[src/rtl/demux1to2_stream_etiquetas_pkg.sv]
// Shared constants for the 1:2 tag-stream demux: select encodings and
// the occupancy-counter width helper (a counter must be able to hold DEPTH itself).
package demux_etq_pkg;

    localparam logic SEL_O0 = 1'b0;
    localparam logic SEL_O1 = 1'b1;

    function automatic int cnt_width(input int depth);
        return $clog2(depth) + 1;
    endfunction

endpackage

[src/rtl/demux1to2_stream_etiquetas_fifo.sv]
// Small circular FIFO with a registered occupancy count; head is visible the
// cycle after a push (no bypass), and storage is cleared on reset so head reads 0.
module stream_fifo_etq
    import demux_etq_pkg::*;
#(
    parameter  int k     = 1,
    parameter  int DEPTH = 2,
    localparam int CW    = cnt_width(DEPTH),
    localparam int PW    = $clog2(DEPTH)
) (
    input  logic          clk,
    input  logic          rst,
    input  logic          push_i,
    input  logic [k-1:0]  push_data_i,
    input  logic          pop_i,
    output logic [k-1:0]  head_o,
    output logic          valid_o,
    output logic          full_o,
    output logic [CW-1:0] count_o
);

    logic [k-1:0]  mem_q [DEPTH];
    logic [PW-1:0] wr_ptr_q, wr_ptr_d;
    logic [PW-1:0] rd_ptr_q, rd_ptr_d;
    logic [CW-1:0] cnt_q, cnt_d;
    logic          push_en;
    logic          pop_en;

    assign valid_o = (cnt_q != '0);
    assign full_o  = (cnt_q == CW'(DEPTH));
    assign count_o = cnt_q;
    assign head_o  = mem_q[rd_ptr_q];

    // Guard both sides locally so an over-eager caller cannot corrupt the count.
    assign push_en = push_i & ~full_o;
    assign pop_en  = pop_i & valid_o;

    always_comb begin
        wr_ptr_d = wr_ptr_q;
        rd_ptr_d = rd_ptr_q;
        cnt_d    = cnt_q;
        if (push_en) begin
            wr_ptr_d = wr_ptr_q + PW'(1);
        end
        if (pop_en) begin
            rd_ptr_d = rd_ptr_q + PW'(1);
        end
        case ({push_en, pop_en})
            2'b10:   cnt_d = cnt_q + CW'(1);
            2'b01:   cnt_d = cnt_q - CW'(1);
            default: cnt_d = cnt_q;
        endcase
    end

    always_ff @(posedge clk or posedge rst) begin
        if (rst) begin
            wr_ptr_q <= '0;
            rd_ptr_q <= '0;
            cnt_q    <= '0;
        end else begin
            wr_ptr_q <= wr_ptr_d;
            rd_ptr_q <= rd_ptr_d;
            cnt_q    <= cnt_d;
        end
    end

    always_ff @(posedge clk or posedge rst) begin
        if (rst) begin
            for (int i = 0; i < DEPTH; i++) begin
                mem_q[i] <= '0;
            end
        end else if (push_en) begin
            mem_q[wr_ptr_q] <= push_data_i;
        end
    end

endmodule

[src/rtl/demux1to2_stream_etiquetas.sv]
// 1:2 stream demux: steers each accepted word by SEL into one of two FIFOs.
// in_ready depends only on SEL and the target FIFO's registered full flag, so order is kept across lanes.
module demux1to2_stream_etiquetas
    import demux_etq_pkg::*;
#(
    parameter  int k     = 1,
    parameter  int DEPTH = 2,
    localparam int CW    = cnt_width(DEPTH)
) (
    input  logic          clk,
    input  logic          rst,
    input  logic [k-1:0]  A,
    input  logic          SEL,
    input  logic          in_valid,
    output logic          in_ready,
    output logic [k-1:0]  O0,
    output logic          o0_valid,
    input  logic          o0_ready,
    output logic [k-1:0]  O1,
    output logic          o1_valid,
    input  logic          o1_ready,
    output logic [CW-1:0] cnt0,
    output logic [CW-1:0] cnt1
);

    logic full0;
    logic full1;
    logic accept;
    logic push0;
    logic push1;

    // A word bound for a full lane stalls the whole input, even if the other lane has room.
    assign in_ready = (SEL == SEL_O1) ? ~full1 : ~full0;
    assign accept   = in_valid & in_ready;
    assign push0    = accept & (SEL == SEL_O0);
    assign push1    = accept & (SEL == SEL_O1);

    stream_fifo_etq #(
        .k     (k),
        .DEPTH (DEPTH)
    ) u_fifo0 (
        .clk         (clk),
        .rst         (rst),
        .push_i      (push0),
        .push_data_i (A),
        .pop_i       (o0_ready),
        .head_o      (O0),
        .valid_o     (o0_valid),
        .full_o      (full0),
        .count_o     (cnt0)
    );

    stream_fifo_etq #(
        .k     (k),
        .DEPTH (DEPTH)
    ) u_fifo1 (
        .clk         (clk),
        .rst         (rst),
        .push_i      (push1),
        .push_data_i (A),
        .pop_i       (o1_ready),
        .head_o      (O1),
        .valid_o     (o1_valid),
        .full_o      (full1),
        .count_o     (cnt1)
    );

endmodule

[config.mk]
export PLATFORM = sky130hd
export DESIGN_NAME = demux1to2_stream_etiquetas
export DESIGN_NICKNAME = d
export VERILOG_FILES = /design/src/rtl/demux1to2_stream_etiquetas_pkg.sv /design/src/rtl/demux1to2_stream_etiquetas_fifo.sv /design/src/rtl/demux1to2_stream_etiquetas.sv
export SDC_FILE = /design/constraint.sdc
export NUM_CORES = 1
export LEC_CHECK = 0
export CAP_MARGIN = 20
export CORE_MARGIN = 2
export CORE_UTILIZATION = 45
export DETAILED_ROUTE_END_ITERATION = 8
export GPL_TIMING_DRIVEN = 0
export PLACE_DENSITY = 0.82
export SYNTH_ARGS = -nofsm -noshare
export SYNTH_HDL_FRONTEND = slang
export SYNTH_SLANG_ARGS = --single-unit
[constraint.sdc]
create_clock -name clk -period 1.79 [get_ports clk]
set_input_delay 0.358 -clock clk [delete_from_list [all_inputs] [get_ports clk]]
set_output_delay 0.358 -clock clk [all_outputs]
set_load 0.005 [all_outputs]
# Yosys cells after proc, flatten, opt, wreduce, memory -nomap -nowiden
# Index checks and enable logic that the tools add are counted.
dict set report classes {
  addsub 8
  mul 0
  div 0
  order_cmp 6
  n_eq_ne 6
  n_shift 0
  muxes 15
  bitwise_logic 14
  reduce_logical 6
}
# op n
set op_table {}
lappend op_table {{1-bit 2-to-1 mux} 9}
lappend op_table {{2-bit == test, second input constant} 4}
lappend op_table {{2-bit >= comparator, second input constant} 4}
lappend op_table {{1-bit inverter with 2-bit output} 4}
lappend op_table {{2-bit case mux with 2 select lines} 2}
lappend op_table {{2-bit nonzero test} 4}
lappend op_table {{1-bit bitwise AND} 7}
lappend op_table {{1-bit adder, second input constant} 4}
lappend op_table {{2-bit by 1-bit adder with 2-bit output, second input constant} 2}
lappend op_table {{2-bit bitwise mux} 2}
lappend op_table {{2-bit by 1-bit == test with 1-bit output, second input constant} 2}
lappend op_table {{2-bit by 1-bit less-than comparator with 1-bit output, second input constant} 2}
lappend op_table {{2-bit by 1-bit subtractor with 2-bit output, second input constant} 2}
lappend op_table {{1-bit inverter} 3}
lappend op_table {{1-bit demux with 1-bit select} 2}
lappend op_table {{1-bit logical AND} 2}
dict set report word_totals {
  ff_bits 12
  latch_bits 0
  ramBits 0
  romBits 0
  input_bits 7
  out_inout_bits 9
  word_cells 65
  mem_count 0
}

# Depth between registers and ports, before layout
dict set report logic_depth {
  depth_word 8
  mapped_depth 6
  mapped_depth_nobuf 6
}

# By module
# From an unflattened synthesis, not the netlist that was laid out.
dict set report unflattened {
  hier_cells 51
  area_unflattened_um2 604.3
}
# module instances cells_per_inst area_per_inst_um2 seq_area_each_um2
set modules_own_cells {}
lappend modules_own_cells {stream_fifo_etq 2 24 289.0 150.1}
lappend modules_own_cells {demux1to2_stream_etiquetas 1 3 26.3 0.0}

# Worst setup path after synthesis
# No wires, ideal clock.
dict set report synth_path {
  path_type {flip-flop to flip-flop}
  start {register u_fifo0.cnt_q[0], in the netlist u_fifo0.count_o[0]}
  end {register u_fifo0.cnt_q[1], in the netlist u_fifo0.count_o[1]}
  setup_ns 0.079
  arrival_ns 1.474
  t_required_ns 1.711
  setup_slack_ns 0.237
  path_stages_with_launch 6
  path_buffers 0
  synth_period_minus_slack_ns 1.553
  cell_sequence {dfrtp_1 or2_2 and2_4 ha_1 nor2_1 xor2_1}
}
dict set report synth_via {
  elab_cells_between_ends 14
  cone_classes {2 x add/sub; 3 x eq/ne; 2 x mux; 5 x bitwise; 2 x reduce/logical}
}
# item line
set synth_lines {}
lappend synth_lines {{start, declared} demux1to2_stream_etiquetas_fifo.sv:25} ;# logic [CW-1:0] cnt_q, cnt_d;
lappend synth_lines {{start signal, assigned} demux1to2_stream_etiquetas_fifo.sv:63} ;# cnt_q <= cnt_d;
lappend synth_lines {{2-bit nonzero test (*)} demux1to2_stream_etiquetas_fifo.sv:29} ;# assign valid_o = (cnt_q != '0);
lappend synth_lines {{named net o0_valid} demux1to2_stream_etiquetas.sv:17} ;# output logic o0_valid,
lappend synth_lines {{1-bit bitwise AND (*)} demux1to2_stream_etiquetas_fifo.sv:36} ;# assign pop_en = pop_i & valid_o;
lappend synth_lines {{named net u_fifo0.pop_en} demux1to2_stream_etiquetas_fifo.sv:27} ;# logic pop_en;
lappend synth_lines {{2-bit by 1-bit == test with 1-bit output or 2-bit == test (tied branches)} demux1to2_stream_etiquetas_fifo.sv:48} ;# case ({push_en, pop_en})
lappend synth_lines {{2-bit case mux with 2 select lines or 2-bit nonzero test (tied branches)} -}
# Mark *: on every way through the listed nets, which the timed path passes. The rest lies on a longest branch.
# A chain may end at the register's enable or synchronous reset.

# Worst setup path in the final report
dict set report layout_path {
  start {register u_fifo1.cnt_q[0], in the netlist u_fifo1.count_o[0]}
  end {output port in_ready}
}
dict set report layout_via {
  elab_chain_len 3
}
# item line
set layout_rtl {}
lappend layout_rtl {{start, declared} demux1to2_stream_etiquetas_fifo.sv:25}
lappend layout_rtl {{start signal, assigned} demux1to2_stream_etiquetas_fifo.sv:63}
lappend layout_rtl {{2-bit == test} demux1to2_stream_etiquetas_fifo.sv:30} ;# assign full_o = (cnt_q == CW'(DEPTH));
lappend layout_rtl {{1-bit inverter} demux1to2_stream_etiquetas.sv:33} ;# assign in_ready = (SEL == SEL_O1) ? ~full1 : ~full0;
lappend layout_rtl {{1-bit 2-to-1 mux} demux1to2_stream_etiquetas.sv:33}
lappend layout_rtl {{end, declared} demux1to2_stream_etiquetas.sv:15} ;# output logic in_ready,
# No other way between the ends.

==> impl_metrics.json <==
{
  "power.internal_w": 0.00106,
  "grtUsageTotal_pct": 15.1,
  "grt_max_degree": 13,
  "ir_drop_mv": 0.896,
  "worstMarginPinSlew_ns": 0.456,
  "reg2reg_to": "u_fifo1.count_o[1]",
  "cap_viol_max_count": 0,
  "std_cell_rows": 13,
  "setup.worst_path.end_class": "primary output",
  "fin_worst_skew_ns": 0.00248,
  "grt_pass1_wl_mm": 1.61,
  "path_max_fanout": 4,
  "io_buffers": 15,
  "multi_input_area_um2": 315,
  "finalHoldViolations": 0,
  "h-tree-depth": 1,
  "vias_per_cell": 4.98,
  "num_vias": 423,
  "synthesis.nets": 55,
  "final_cell_mix": "12 x dfrtp_1, 9 x clkdlybuf4s50_1, 6 x xnor2_1",
  "wire_per_inst_um": 12.9,
  "crit_end": "in_ready",
  "slew_headroom_pct": 69.6,
  "share_comb_of_total_power_pct": 52.5,
  "numClockSinks": 12,
  "yosysSeqAreaShare_pct": 48.5,
  "power.total_w": 0.00154,
  "antenna_cells": 0,
  "cp-start-kind": "register",
  "reg2reg_slack_ns": 0.10,
  "nets": 80,
  "cts_hold_buf": 0,
  "grt_setup_unrepaired": "no",
  "start_util_pct": 47.6,
  "yosysTopAreaCell": "dfrtp_1",
  "min_path_type": "input port to async pin",
  "power.switching_w": 0.000475,
  "die_h_um": 41.1,
  "synth_top_area_share_pct": 48.5,
  "crit_required_ns": 1.43,
  "wirelength_mm": 1.10,
  "placed_area_um2": 788,
  "worstSetupPathType": "register to primary output",
  "drtIter0Drc": 6,
  "drtAntennaViolNets": 0,
  "drc": 0,
  "root_buffer": "clkbuf_4",
  "p_per_area_nw_per_um2": 1780,
  "power_frac_clock_pct": 13.8,
  "p_seq_share_pct": 33.7,
  "fin_area_um2": 866,
  "p_leak_nw": 0.401,
  "fill_cells": 106,
  "die-area_um2": 1690,
  "antenna_found_initial": 0,
  "worstPathArrival_ns": 1.37,
  "slew_violations": 0,
  "cts_buffer_depth": 2,
  "fin_crit_sh_pct": 96.5,
  "drive_above_1_share_pct": 28.6,
  "outcome": "completed",
  "syn_area_per_cell_um2": 13.5,
  "sw_frac_of_total_pct": 30.9,
  "syn_to_final_growth_pct": 39.8,
  "dpl.cell_count": 76,
  "synth_warnings": 0,
  "path_cells": "nand2b_2 > mux2_2 > dlygate4sd2_1",
  "regArea_um2": 300,
  "clock_latency_ns": 0.27,
  "ys_types": 21,
  "dr.pass1.iters": 4,
  "fin_cells": 85,
  "cts-buffers-inserted": 3,
  "clk_pin_slew_ns": 0.07,
  "period_needed_ns": 1.73,
  "die_x_um": 41.1,
  "final_common_cell": "dfrtp_1",
  "place_hpwl_um": 766,
  "core_um2": 1300,
  "gr-total-overflow": 0,
  "crit_family": "flip-flops",
  "syn_area_um2": 619,
  "gp_congestion": 0.630,
  "grt_pass1_vias": 387,
  "max_stage_delay_ns": 0.37,
  "ys_top_cells_by_area": "dfrtp_1 48%, xnor2_1 8.5%, xor2_1 5.7%, mux2_2 5.5%, mux2_4 4.8%",
  "reg2regPathDepth": 6,
  "crit_path_start": "u_fifo1.count_o[0]",
  "path_depth": 3,
  "synth-seq-cells": 12,
  "crit_buf_inv": 1,
  "ios": 16,
  "slowest_stage": "dfrtp_1",
  "clock.fmax_mhz": 579,
  "whs_ns": 0.385,
  "setup_viol": 0,
  "synthCells": 46,
  "rr_startpoint": "u_fifo1.count_o[0]",
  "cts_tree": "done"
}
[timing repair]
| action | 4_1_cts | 5_1_grt |
|---|---|---|
| endpoints found under the setup margin | 3 | 4 |
| gates resized for setup | 3 | 3 |
| setup buffers | 5 | 1 |
[worst min path at each step]
| stage | from | slack [ns] | cells after the start | end |
|---|---|---|---|---|
| finish | rst | 0.39 | 2 | u_fifo1.mem_q[0] |
| CTS | rst | 0.40 | 2 | u_fifo1.mem_q[0] |
| detailed placement | u_fifo1.rd_ptr_q | 0.47 | 1 | u_fifo1.rd_ptr_q |
| floorplan | rst | 0.22 | 1 | u_fifo0.count_o[0] |
| global placement | u_fifo1.rd_ptr_q | 0.47 | 1 | u_fifo1.rd_ptr_q |
| global route | rst | 0.44 | 2 | u_fifo1.mem_q[0] |
[per-layer routing]
| metal | share of wire [%] | vias up | global-route usage, % |
|---|---|---|---|
| li1 | - | 210 | - |
| met1 | 47 | 199 | 22.1 |
| met2 | 47 | 12 | 20.7 |
| met3 | 4.5 | 2 | 4.89 |
| met4 | 0.73 | 0 | 4.84 |
| met5 | 0 | - | 0 |
[logic make-up (layout without fill, tap and decap cells)]
kind of cell  after synthesis  in the layout  synth area share, %
mux                         7              7                 13.9
flops                      12             12                 48.5
xor+xnor                   10             10                 14.1
fa+ha+maj                   2              2                 4.04
buf+inv                     1             25                0.605
simple gates               14             14                 18.8
[area by class of cell]
| class | count | area share, % |
|---|---|---|
| multi-input combinational | 33 | 36.4 |
| timing repair buffer | 20 | 22.1 |
| clock buffer | 4 | 4.19 |
| sequential | 12 | 34.7 |
| inverter | 1 | 0.434 |
| tap | 15 | 2.17 |
[worst reg2reg max path, stage by stage, from the launching register on]
cell     delay [ns]
dfrtp_1        0.37
buf_4          0.15
or2_1          0.22
and2_1         0.19
ha_1           0.33
nor2_1         0.17
xor2_1         0.18
[state kept, by name, indices dropped and copies added, names as in the netlist]
signal / count
u_fifo1.count_o: 2
u_fifo1.wr_ptr_q: 1
u_fifo1.mem_q: 2
u_fifo0.rd_ptr_q: 1
u_fifo0.wr_ptr_q: 1
u_fifo0.mem_q: 2
u_fifo1.rd_ptr_q: 1
u_fifo0.count_o: 2
[power by group through the flow]
stage               Sequential, W  Clock [W]  Combinational, W
floorplan                0.000535          0          0.000422
global placement         0.000552          0          0.000698
detailed placement       0.000553          0          0.000719
CTS                      0.000511   0.000218          0.000833
global route             0.000543   0.000230          0.000889
finish                   0.000519   0.000212          0.000808
[cell usage after synthesis (all sizes together)]
cell type	number
nor2	2
nand4b	2
or2	2
inv	1
nand2b	2
xor2	4
nand4bb	1
ha	2
and2	2
nand3	1
dfrtp	12
mux2	7
xnor2	6
nand4	1
nand3b	1
[stage by stage]
step / utilization, % / worst slack (ns) / TNS, ns
floorplan: - / 0.237 / 0
detailed placement: 60.6 / -0.293 / -0.410
global route: 66.5 / 0.00734 / 0
finish: 66.5 / 0.0623 / 0
global placement: 60.6 / -0.297 / -0.352
CTS: 66.0 / 0.00395 / 0
Power figures use the tool's default switching activity.
